`config.mk`:
```
export PLATFORM = sky130hd
export DESIGN_NAME = exec_mul_ctrl
export DESIGN_NICKNAME = d
export VERILOG_FILES = /design/src/rtl/exec_mul_ctrl.sv
export SDC_FILE = /design/constraint.sdc
export NUM_CORES = 1
export LEC_CHECK = 0
export ABC_AREA = 1
export CAP_MARGIN = 25
export CORE_AREA = 8 8 225 227
export DETAILED_ROUTE_END_ITERATION = 6
export DIE_AREA = 0 0 233 235
export GPL_ROUTABILITY_DRIVEN = 1
export GPL_TIMING_DRIVEN = 0
export PLACE_DENSITY = 0.67
export REMOVE_ABC_BUFFERS = 1
export SKIP_CTS_REPAIR_TIMING = 1
export SLEW_MARGIN = 10
export SYNTH_ARGS = -nofsm -noshare
export SYNTH_HDL_FRONTEND = slang
export SYNTH_SLANG_ARGS = --single-unit
```
`constraint.sdc`:
```
create_clock -name clk -period 5.25 [get_ports clk]
set_input_delay 1.05 -clock clk [delete_from_list [all_inputs] [get_ports clk]]
set_output_delay 1.05 -clock clk [all_outputs]
set_load 0.01 [all_outputs]
```
`src/rtl/exec_mul_ctrl.sv`:
```
// Purpose : iterative shift-add multiplier controller for the execute stage.
// Latency : 1 accept cycle + (msb index of multiplier + 2) RUN cycles, then 1 DONE cycle.
// Backpressure: stall_E holds upstream while accepting/running; flush_E aborts a run.
//
// Ports:
//   clk, reset          - clock, asynchronous active-low reset
//   mulReq_E, flush_E   - MUL present in execute / execute instruction squashed
//   readData1_E/2_E     - multiplicand / multiplier operands (N bits)
//   aluResult_E         - shared ALU result, passed through when no product is ready
//   result_E            - execute result to memory stage
//   stall_E             - pipeline hold request
//   mulDone_E           - one-cycle pulse when result_E carries the product
//   mulCycles           - RUN cycles used by the last completed multiply
module exec_mul_ctrl #(
  parameter int N = 64
) (
  input  logic         clk,
  input  logic         reset,
  input  logic         mulReq_E,
  input  logic         flush_E,
  input  logic [N-1:0] readData1_E,
  input  logic [N-1:0] readData2_E,
  input  logic [N-1:0] aluResult_E,
  output logic [N-1:0] result_E,
  output logic         stall_E,
  output logic         mulDone_E,
  output logic [6:0]   mulCycles
);

  typedef enum logic [1:0] {
    IDLE = 2'd0,
    RUN  = 2'd1,
    DONE = 2'd2
  } state_t;

  state_t       state, state_nxt;
  logic [N-1:0] mcand, mcand_nxt;
  logic [N-1:0] mplr, mplr_nxt;
  logic [N-1:0] prod, prod_nxt;
  logic [6:0]   cnt, cnt_nxt;
  logic [6:0]   cycles_nxt;

  always_ff @(posedge clk or negedge reset) begin
    if (!reset) begin
      state     <= IDLE;
      mcand     <= '0;
      mplr      <= '0;
      prod      <= '0;
      cnt       <= '0;
      mulCycles <= '0;
    end else begin
      state     <= state_nxt;
      mcand     <= mcand_nxt;
      mplr      <= mplr_nxt;
      prod      <= prod_nxt;
      cnt       <= cnt_nxt;
      mulCycles <= cycles_nxt;
    end
  end

  always_comb begin
    state_nxt  = state;
    mcand_nxt  = mcand;
    mplr_nxt   = mplr;
    prod_nxt   = prod;
    cnt_nxt    = cnt;
    cycles_nxt = mulCycles;
    stall_E    = 1'b0;
    mulDone_E  = 1'b0;
    result_E   = aluResult_E;

    case (state)
      IDLE: begin
        if (mulReq_E && !flush_E) begin
          stall_E   = 1'b1;
          mcand_nxt = readData1_E;
          mplr_nxt  = readData2_E;
          prod_nxt  = '0;
          cnt_nxt   = '0;
          state_nxt = RUN;
        end
      end

      RUN: begin
        if (flush_E) begin
          // Squashed instruction: release the pipeline now, drop the partial product.
          state_nxt = IDLE;
        end else begin
          stall_E = 1'b1;
          cnt_nxt = cnt + 7'd1;
          if (mplr != '0) begin
            if (mplr[0]) begin
              prod_nxt = prod + mcand;
            end
            // Bits shifted out of the top are dropped: product is kept mod 2^N.
            mcand_nxt = mcand << 1;
            mplr_nxt  = mplr >> 1;
          end else begin
            // Multiplier exhausted; this final cycle is still counted.
            state_nxt = DONE;
          end
        end
      end

      DONE: begin
        // mulReq_E is still high for this same MUL, so never restart from here.
        mulDone_E  = 1'b1;
        result_E   = prod;
        cycles_nxt = cnt;
        state_nxt  = IDLE;
      end

      default: begin
        state_nxt = IDLE;
      end
    endcase
  end

endmodule

```
==> metrics.md, run 1 <==
| Metric | Value |
|---|---|
| Worst-path clk slew | 0.06 ns |
| Vias in the first global route | 15,600 |
| CP Launch Type | register |
| Routed wire length | 50,700 µm |
| Setup-failing EPs final | 0 |
| ANT cells | 0 |
| Dpl cells | 3,380 |
| Worst EP arrival | 3.36 ns |
| Worst EP required | 4.20 ns |
| Largest net degree at the start of global routing | 133 |
| Final slew viol count | 0 |
| DRC viols | 0 |
| Logic pwr share | 41.7% |
| Io pins | 269 |
| Wire length per cell | 14.8 µm |
| Die ar. | 54,800 µm² |
| Final core occ | 43.2% |
| Leakage | 10.6 nW |
| Row count | 80 |
| Worst-Margin Slew | 0.944 ns |
| First-pass GRT wire length | 82,700 µm |
| Total global-route track usage | 18.3% |
| Vias per inst | 4.67 |
| CTS Buf Count | 26 |
| Chip width | 233 µm |
| Switching Share | 40.1% |
| Design area | 20,400 µm² |
| Kind of critical path | reg2out |
| Clk network pwr share | 27.0% |
| Grt total ovfl | 0 |
| Pint | 4.16 mW |
| RSZ-0062 raised after global routing | false |
| Layout Skew | 0.0198 ns |
| Outcome | complete, no violations |
| Seq/Total Area, Yosys | 32.1% |
| Initial antenna violation count | 0 |
| Core box area | 47,100 µm² |
| Gate Count Post-Synth | 2,581 |
| DRT iter0 DRCs | 1,072 |
| CTS root buffer | clkbuf_16 |
| Max-slew headroom | 37.1% |
| Slowest library cell on the worst path | clkdlybuf4s50_1 |
| Max incr delay on CP | 0.58 ns |
| Initial Utilization | 34.3% |
| Power per cell area | 342 nW/µm² |
| Switching power | 2.79 mW |
| Nets@finish | 3,058 |
| VDD IR max | 0.220 mV |
| Max clock buf depth | 3 |
| Worst Hold Class | in2async |
| Synth Cell Area | 16,200 µm² |
| Worst skew pair latency | 0.55 ns |
| Drt first pass iters | 5 |
| GP Congestion | 0.953 |
| Fmax | 0.227 GHz |
| Hold slack | 0.382 ns |
| Final ANT Viol Nets | 0 |
| Share of cells above drive strength 1 | 5.54% |
| Sequential power share | 31.3% |
| CTS tree | done |
| Final Cycle Share | 84.0% |
| Area grow syn2layout | 25.7% |
| Htree depth | 1 |
| Maximum capacitance violations | 0 |
| Syn Area/Cell | 6.27 µm² |
| Hold Vio Cnt, Final | 0 |
| Distinct cell type count after synthesis | 36 |
| Yosys reg bits | 208 |
| Hpwl dp | 39,900 µm |
| Final Non-Filler Cells | 3,430 |
| Post-DP Area | 19,400 µm² |
| Worst reg-to-reg path cell count | 9 |
| Yosys warns | 0 |
| Via count | 16,000 |
| Die H | 235 µm |
| Worst-path fanout max | 132 |
| Port Buf Inserts | 268 |
| Cell Chain, Critical Path | inv_2, nand2_8, buf_16, nor2_4, nor2_1, inv_1, clkdlybuf4s50_1 |
| CTS sink cnt | 208 |
| CP Capture Type | output pin |
| Final min period | 4.41 ns |
## power groups by stage
stage	clock network, mW	logic, mW	registers [mW]
after global routing	1.99	3.31	2.22
after floorplan	0	2.04	2.14
final	1.88	2.90	2.18
after CTS	1.93	2.90	2.18
after global placement	0	2.85	2.21
after detailed placement	0	2.88	2.20
## kinds of logic after synthesis
logic type	share of synthesized area, %
buffers and inverters	13.5
xor gates and xnor gates	1.68
adders and majority gates	5.07
and+or+nand+nor	35.4
DFF	32.1
AOI/OAI and AO/OA	12.2
## routing by layer
metal | global-route usage [%] | share of wire, % | vias up
li1 | - | - | 8442
met4 | 3.98 | 1.8 | 0
met2 | 30.4 | 46 | 346
met5 | 0 | 0 | -
met1 | 25.0 | 47 | 7177
met3 | 2.66 | 5.3 | 54
## cells in the mapped netlist
library cell / n / area (µm²)
o21ai_1: 27 / 135
and2_1: 2 / 12.5
buf_6: 18 / 203
nor4_1: 2 / 12.5
nand4_1: 23 / 144
o21ai_2: 60 / 526
nor2_1: 167 / 627
buf_2: 30 / 150
and3_1: 2 / 12.5
nor3_2: 6 / 60.1
fa_1: 1 / 20.0
a31oi_2: 6 / 75.1
dfrtp_1: 208 / 5200
xor2_1: 13 / 114
clkbuf_1: 40 / 150
inv_2: 18 / 67.6
o21bai_1: 3 / 22.5
nor2_4: 1 / 11.3
xnor2_1: 18 / 158
o211ai_1: 1 / 7.51
inv_1: 425 / 1600
o21ai_0: 134 / 671
o22ai_1: 10 / 62.6
nand2_2: 5 / 31.3
nand2_1: 1005 / 3770
a31oi_1: 40 / 250
ha_1: 64 / 801
nand4_4: 1 / 21.3
buf_1: 3 / 11.3
nand3_1: 182 / 911
nand3b_1: 4 / 30.0
a21oi_1: 45 / 225
nor2_2: 2 / 12.5
nand2_4: 1 / 11.3
buf_4: 1 / 7.51
nor3_1: 13 / 65.1
## metrics by stage
stage	setup TNS, ns	worst slack, ns	total power, mW
2_1_floorplan	-0.0192	-0.0192	4.18
3_3_place_gp	-1922.28	-6.13	5.05
3_5_place_dp	0	0.362	5.09
4_1_cts	0	0.349	7.01
5_1_grt	0	0.602	7.52
6_report	0	0.840	6.96
## layout by cell type, fill, tap and decap left out, types with 18 or more instances in the layout
cell type and n:
a31oi_1 40, clkdlybuf4s50_1 267, clkbuf_16 27, inv_1 425, a21oi_1 45, o21ai_2 60
nand4_1 23, nand2_1 1005, xnor2_1 18, ha_1 64, nand3_1 182, o21ai_0 134
o21ai_1 27, nor2_1 166, dfrtp_1 207
## final timing paths
path	to	slack (ns)	from
setup / recovery	stall_E	0.84	state[1]
hold / removal	mplr[54]	0.38	reset
setup reg to reg	prod[40]	1.35	state[1]
hold reg to reg	mulCycles[1]	0.49	mulCycles[1]
max in group asynchronous	prod[35]	3.94	reset
min in group clk	mulCycles[1]	0.49	mulCycles[1]
## registers in the layout, summed over array words and instances, names as in the netlist
register / cells
state: 2
mplr: 64
prod: 64
mcand: 64
cnt: 7
mulCycles: 7
## critical path: cells and delay by family, from the launching register on
kind          cells  cell delay, ns
simple gates      3            0.80
buf+inv           4            1.50
flops             1            0.37
## layout make-up
| type | count | area (µm²) |
|---|---|---|
| clock buffers | 37 | 763 |
| clock inverters | 9 | 131 |
| fillers | 5007 | 26800 |
| inverters | 443 | 1670 |
| multi-input cells | 1838 | 8830 |
| flip-flops and latches | 208 | 5210 |
| well taps | 615 | 769 |
| repair buffers | 280 | 2990 |
No activity file was read; power rests on OpenSTA's default activity.
==> run 2: changes to the inputs <==
==> constraint.sdc (replaced) <==
create_clock -name clk -period 4.1 [get_ports clk]
set_input_delay 0.82 -clock clk [delete_from_list [all_inputs] [get_ports clk]]
set_output_delay 0.82 -clock clk [all_outputs]
set_load 0.01 [all_outputs]
==> run 2 against run 1 <==
Clock skew grew 0.0021 ns. Register-to-register slack lost 0.86 ns. Power grew 28%. Core utilization grew 0.088 points. Design area grew 0.20%. Count of clock-buffer cells in the layout is the same. Sequential share of layout area is essentially flat. Sequential cell count is the same. Non-clock buffer count grew 1. Critical path depth shrank 1. Highest routed layer unchanged. First-iteration DRC count shrank 5.1%.
==> metrics.md, run 2 (synthesis results as in run 1) <==
| Metric | Value |
|---|---|
| Worst-path clk slew | 0.06 ns (about the same) |
| Maximum capacitance violations | 0 (unchanged) |
| Worst skew pair latency | 0.55 ns (about the same) |
| CP Launch Type | register (unchanged) |
| Worst-path fanout max | 132 (unchanged) |
| Worst EP arrival | 3.07 ns (was 3.36 ns) |
| Final ANT Viol Nets | 0 (unchanged) |
| Fillcell total | 5,002 (was 5,007) |
| Port Buf Inserts | 268 (unchanged) |
| Pint | 5.33 mW (was 4.16 mW) |
| CP Capture Type | output pin (unchanged) |
| First-pass GRT wire length | 82,700 µm (unchanged) |
| ANT cells | 0 (unchanged) |
| Sequential power share | 31.3% (about the same) |
| Core box area | 47,100 µm² (unchanged) |
| Worst-Margin Slew | 0.949 ns (was 0.944 ns) |
| Hpwl dp | 39,900 µm (unchanged) |
| Logic pwr share | 41.8% (was 41.7%) |
| RSZ-0062 raised after global routing | false (unchanged) |
| DRC viols | 0 (unchanged) |
| Leakage | 10.7 nW (was 10.6 nW) |
| Row count | 80 (unchanged) |
| Kind of critical path | reg2out (unchanged) |
| Wire length per cell | 15.1 µm (was 14.8 µm) |
| Hold slack | 0.148 ns (was 0.382 ns) |
| Fmax | 0.257 GHz |
| Setup-failing EPs final | 0 (unchanged) |
| Final Cycle Share | 94.9% |
| Largest net degree at the start of global routing | 133 (unchanged) |
| CTS sink cnt | 208 (unchanged) |
| Worst Hold Class | in2async (unchanged) |
| Clk network pwr share | 27.0% (about the same) |
| Nets@finish | 3,062 (was 3,058) |
| Initial Utilization | 34.3% (unchanged) |
| Die H | 235 µm (unchanged) |
| GP Congestion | 0.953 (unchanged) |
| Layout Skew | 0.0219 ns (was 0.0198 ns) |
| DP Worst Slack | -0.788 ns (was 0.362 ns) |
| Leading cell type in the layout, fill and taps excluded | nand2_1 (unchanged) |
| Dpl cells | 3,380 (unchanged) |
| Drt first pass iters | 5 (unchanged) |
| CTS root buffer | clkbuf_16 (unchanged) |
| Largest regs | mcand (64), mplr (64), prod (64) (unchanged) |
| Die ar. | 54,800 µm² (unchanged) |
| Total global-route track usage | 18.3% (unchanged) |
| Vias in the first global route | 15,600 (unchanged) |
| DRT iter0 DRCs | 1,017 (was 1,072) |
| Routed wire length | 51,800 µm (was 50,700 µm) |
| Grt total ovfl | 0 (unchanged) |
| Vias per inst | 4.69 (was 4.67) |
| Area grow syn2layout | 26.0% (was 25.7%) |
| Io pins | 269 (unchanged) |
| Initial antenna violation count | 0 (unchanged) |
| Final Non-Filler Cells | 3,434 (was 3,430) |
| Share of cells above drive strength 1 | 5.68% (was 5.54%) |
| Final min period | 3.89 ns |
| Chip width | 233 µm (unchanged) |
| Worst EP required | 3.28 ns (was 4.20 ns) |
| Switching Share | 40.3% (was 40.1%) |
| Max clock buf depth | 3 (unchanged) |
| Power per cell area | 438 nW/µm² (was 342 nW/µm²) |
| CTS tree | done (unchanged) |
| Via count | 16,100 (was 16,000) |
| Switching power | 3.60 mW (was 2.79 mW) |
| Max-slew headroom | 36.8% (was 37.1%) |
| Final WS setup | 0.210 ns (was 0.840 ns) |
| Final slew viol count | 0 (unchanged) |
| Commonest non-fill, non-tap cells in the layout | nand2_1, inv_1, clkdlybuf4s50_1 (unchanged) |
| CTS Buf Count | 26 (unchanged) |
| Outcome | complete, no violations (unchanged) |
| Htree depth | 1 (unchanged) |
| Hold Vio Cnt, Final | 0 (unchanged) |
| VDD IR max | 0.282 mV (was 0.220 mV) |
==> run 2: changes by cell type in the layout (fill, tap and decap cells not counted), sizes merged <==
cell / before / now
nand2: 1011 / 1013
nor2: 170 / 171
buf: 13 / 14
==> run 2: worst max-delay path, cell delays in order, from the launching register on <==
cell	delay (ns)
dfrtp_4	0.74
nand2_8	0.23
buf_16	0.28
nor2_4	0.27
nor2_1	0.14
inv_1	0.14
clkdlybuf4s50_1	0.58
==> run 2: cell type report <==
cell class	instances	area, µm²	share of cell area [%]
timing repair buffer	281	3000	14.7
tap	615	769	3.77
clock inverter	9	131	0.644
sequential	208	5210	25.5
multi-input combinational	1841	8860	43.4
inverter	443	1670	8.18
clock buffer	37	763	3.74
==> run 2: power groups by stage <==
| stage | Combinational (mW) | Clock [mW] | Sequential (mW) |
|---|---|---|---|
| final | 3.73 | 2.41 | 2.79 |
| after detailed placement | 3.69 | 0 | 2.82 |
| after global placement | 3.65 | 0 | 2.82 |
| after global routing | 4.25 | 2.55 | 2.85 |
| after floorplan | 2.62 | 0 | 2.74 |
| after CTS | 3.71 | 2.48 | 2.79 |
==> run 2: worst paths after layout <==
kind | cells past startpoint | endpoint | slack (ns) | from
min | 1 | mplr[53] | 0.15 | reset
min in group clk | 2 | mulCycles[3] | 0.49 | mulCycles[3]
max in group asynchronous | 2 | mcand[36] | 3.01 | reset
max | 6 | stall_E | 0.21 | state[0]
max reg2reg | 8 | prod[40] | 0.49 | state[0]
min reg2reg | 2 | mulCycles[3] | 0.49 | mulCycles[3]
==> run 2: per-layer routing <==
layer / GRT usage [%] / vias up / wire length (µm)
li1: - / 8453 / -
met1: 25.0 / 7254 / 24300
met2: 30.4 / 330 / 23900
met3: 2.66 / 54 / 2700
met4: 3.98 / 0 / 896
met5: 0 / - / 0
==> run 2: stage by stage <==
stage | power [mW] | TNS, ns | utilization, % | cell area, µm²
finish | 8.93 | 0 | 43.3 | 20400
global route | 9.64 | 0 | 43.3 | 20400
detailed placement | 6.51 | -36.67 | 41.1 | 19400
CTS | 8.98 | -56.76 | 43.0 | 20300
global placement | 6.47 | -2413.56 | 40.6 | 19100
floorplan | 5.35 | -198.53 | - | 15700
==> run 3: changes to the inputs <==
--- a/config.mk
+++ b/config.mk
@@ -7,9 +7,9 @@
 export LEC_CHECK = 0
 export ABC_AREA = 1
 export CAP_MARGIN = 25
-export CORE_AREA = 8 8 225 227
+export CORE_AREA = 8 8 267 191
 export DETAILED_ROUTE_END_ITERATION = 6
-export DIE_AREA = 0 0 233 235
+export DIE_AREA = 0 0 275 199
 export GPL_ROUTABILITY_DRIVEN = 1
 export GPL_TIMING_DRIVEN = 0
 export PLACE_DENSITY = 0.67
==> run 3 against run 2 <==
Register-to-register slack improved by 0.14 ns. Largest cell class unchanged. Non-clock buffer count decreased by 1. Count of clock-buffer cells in the layout decreased by 3. Critical endpoint unchanged.
==> metrics.md, run 3 (synthesis results as in run 1) <==
| Metric | Value |
|---|---|
| Outcome | complete, no violations (unchanged) |
| Cell Chain, Critical Path | nand2_8, nor2_4, nor2_1, inv_1, clkdlybuf4s50_1 (was nand2_8, buf_16, nor2_4, nor2_1, inv_1, clkdlybuf4s50_1) |
| Initial antenna violation count | 0 (unchanged) |
| Design area | 20,400 µm² (about the same) |
| Share of cells above drive strength 1 | 5.61% (was 5.68%) |
| Worst EP arrival | 2.92 ns (was 3.07 ns) |
| Leading cell type in the layout, fill and taps excluded | nand2_1 (unchanged) |
| Total power | 9.05 mW (was 8.93 mW) |
| First-pass GRT wire length | 84,000 µm (was 82,700 µm) |
| Port Buf Inserts | 268 (unchanged) |
| Final min period | 3.74 ns (was 3.89 ns) |
| Io pins | 269 (unchanged) |
| Core box area | 47,100 µm² (about the same) |
| Nets@finish | 3,057 (was 3,062) |
| Largest net degree at the start of global routing | 121 (was 133) |
| Final WS setup | 0.357 ns (was 0.210 ns) |
| Fmax | 0.267 GHz (was 0.257 GHz) |
| Largest regs | mcand (64), mplr (64), prod (64) (unchanged) |
| Via count | 16,200 (was 16,100) |
| Grt total ovfl | 0 (unchanged) |
| CTS tree | done (unchanged) |
| Final ANT Viol Nets | 0 (unchanged) |
| Setup-failing EPs final | 0 (unchanged) |
| Drt first pass iters | 7 (was 5) |
| Power per cell area | 445 nW/µm² (was 438 nW/µm²) |
| Row count | 67 (was 80) |
| Worst skew pair latency | 0.56 ns (was 0.55 ns) |
| Kind of critical path | reg2out (unchanged) |
| Worst-Margin Slew | 0.981 ns (was 0.949 ns) |
| DRC viols | 0 (unchanged) |
| CP Buf/Inv Count | 2 (was 3) |
| CP Capture Type | output pin (unchanged) |
| GP Congestion | 0.980 (was 0.953) |
| Worst Hold Class | in2async (unchanged) |
| Max incr delay on CP | 0.74 ns (about the same) |
| Die ar. | 54,700 µm² (was 54,800 µm²) |
| Met1 Use GR | 30.5% (was 25.0%) |
| Critical path's top delay family | simple AND/OR/NAND/NOR gates (was buffers and inverters) |
| Routing usage on met2 | 27.0% (was 30.4%) |
| Hold slack | 0.0955 ns (was 0.148 ns) |
| Total global-route track usage | 19.3% (was 18.3%) |
| Vias in the first global route | 14,700 (was 15,600) |
| Worst EP required | 3.28 ns (about the same) |
| Wire length per cell | 15.6 µm (was 15.1 µm) |
| Hpwl dp | 42,200 µm (was 39,900 µm) |
| CP Launch Type | register (unchanged) |
| Chip width | 275 µm (was 233 µm) |
| Routed wire length | 53,600 µm (was 51,800 µm) |
| Layout Skew | 0.0139 ns (was 0.0219 ns) |
| Vias per inst | 4.72 (was 4.69) |
| CTS root buffer | clkbuf_16 (unchanged) |
| Hold Vio Cnt, Final | 0 (unchanged) |
| Worst-path fanout max | 91 (was 132) |
| Post-DP Area | 19,400 µm² (unchanged) |
| Final slew viol count | 0 (unchanged) |
| Max clock buf depth | 3 (unchanged) |
| CTS Buf Count | 25 (was 26) |
| Htree depth | 1 (unchanged) |
| Maximum capacitance violations | 0 (unchanged) |
| RSZ-0062 raised after global routing | false (unchanged) |
| Commonest non-fill, non-tap cells in the layout | nand2_1, inv_1, clkdlybuf4s50_1 (unchanged) |
| DP Worst Slack | -0.510 ns (was -0.788 ns) |
| Slowest library cell on the worst path | dfrtp_2 (was dfrtp_4) |
| VDD IR max | 0.319 mV (was 0.282 mV) |
| Final Cycle Share | 91.3% (was 94.9%) |
| Gr busiest metal | met1 (was met2) |
| Die H | 199 µm (was 235 µm) |
| Max-slew headroom | 34.6% (was 36.8%) |
| DRT iter0 DRCs | 1,361 (was 1,017) |
| Leakage | 10.6 nW (was 10.7 nW) |
| Grt met3 use | 3.22% (was 2.66%) |
| ANT cells | 0 (unchanged) |
| CTS sink cnt | 208 (unchanged) |
| Initial Utilization | 34.4% (was 34.3%) |
| Worst-path clk slew | 0.06 ns (about the same) |
| Final setup TNS | 0 ns (unchanged) |
| Area grow syn2layout | 25.8% (was 26.0%) |
[run 3: cell types whose count changed in the layout (fill, tap and decap cells not counted), moves of 2 or more]
cell	change
clkbuf_1	-3
clkinvlp_4	+3
nand2_4	-2
clkbuf_8	+2
clkbuf_16	-2
clkinv_4	-2
[run 3: final timing paths]
path	from	endpoint	slack, ns	cells past startpoint
setup / recovery	state[0]	stall_E	0.36	5
min in group clk	mulCycles[0]	mulCycles[0]	0.49	2
max in group asynchronous	reset	mcand[63]	3.23	2
setup reg to reg	state[0]	prod[33]	0.63	6
hold / removal	reset	mplr[19]	0.1	1
hold reg to reg	mulCycles[0]	mulCycles[0]	0.49	2
[run 3: power by group]
part           switching [mW]  total, mW  internal (mW)
logic                    2.45       3.81           1.36
clock network           0.949       2.45           1.50
registers               0.306       2.80           2.49
[run 3: cell type report]
| cell class | instances | area [µm²] |
|---|---|---|
| fill | 5086 | 26800 |
| multi-input combinational | 1838 | 8830 |
| sequential | 208 | 5210 |
| timing repair buffer | 280 | 2980 |
| inverter | 443 | 1670 |
| tap | 621 | 777 |
| clock buffer | 34 | 729 |
| clock inverter | 11 | 178 |
[run 3: through the flow]
step	cells	util [%]
final	3435	43.2
after detailed placement	3386	41.1
after global routing	3435	43.2
after floorplan	2489	-
after CTS	3431	43.1
after global placement	3378	40.6
[run 3: worst reg2reg max path, delay by kind of cell (launching register included)]
family,cells,cell delay [ns]
buffers and inverters,1,0.92
AND/OR/NAND/NOR,5,1.74
flip-flops,1,0.74
[run 3: layer usage]
layer	wire length, µm	vias to the layer above
met5	0	-
met1	27700	7278
met2	21100	444
met4	869	0
met3	3910	42
li1	-	8452
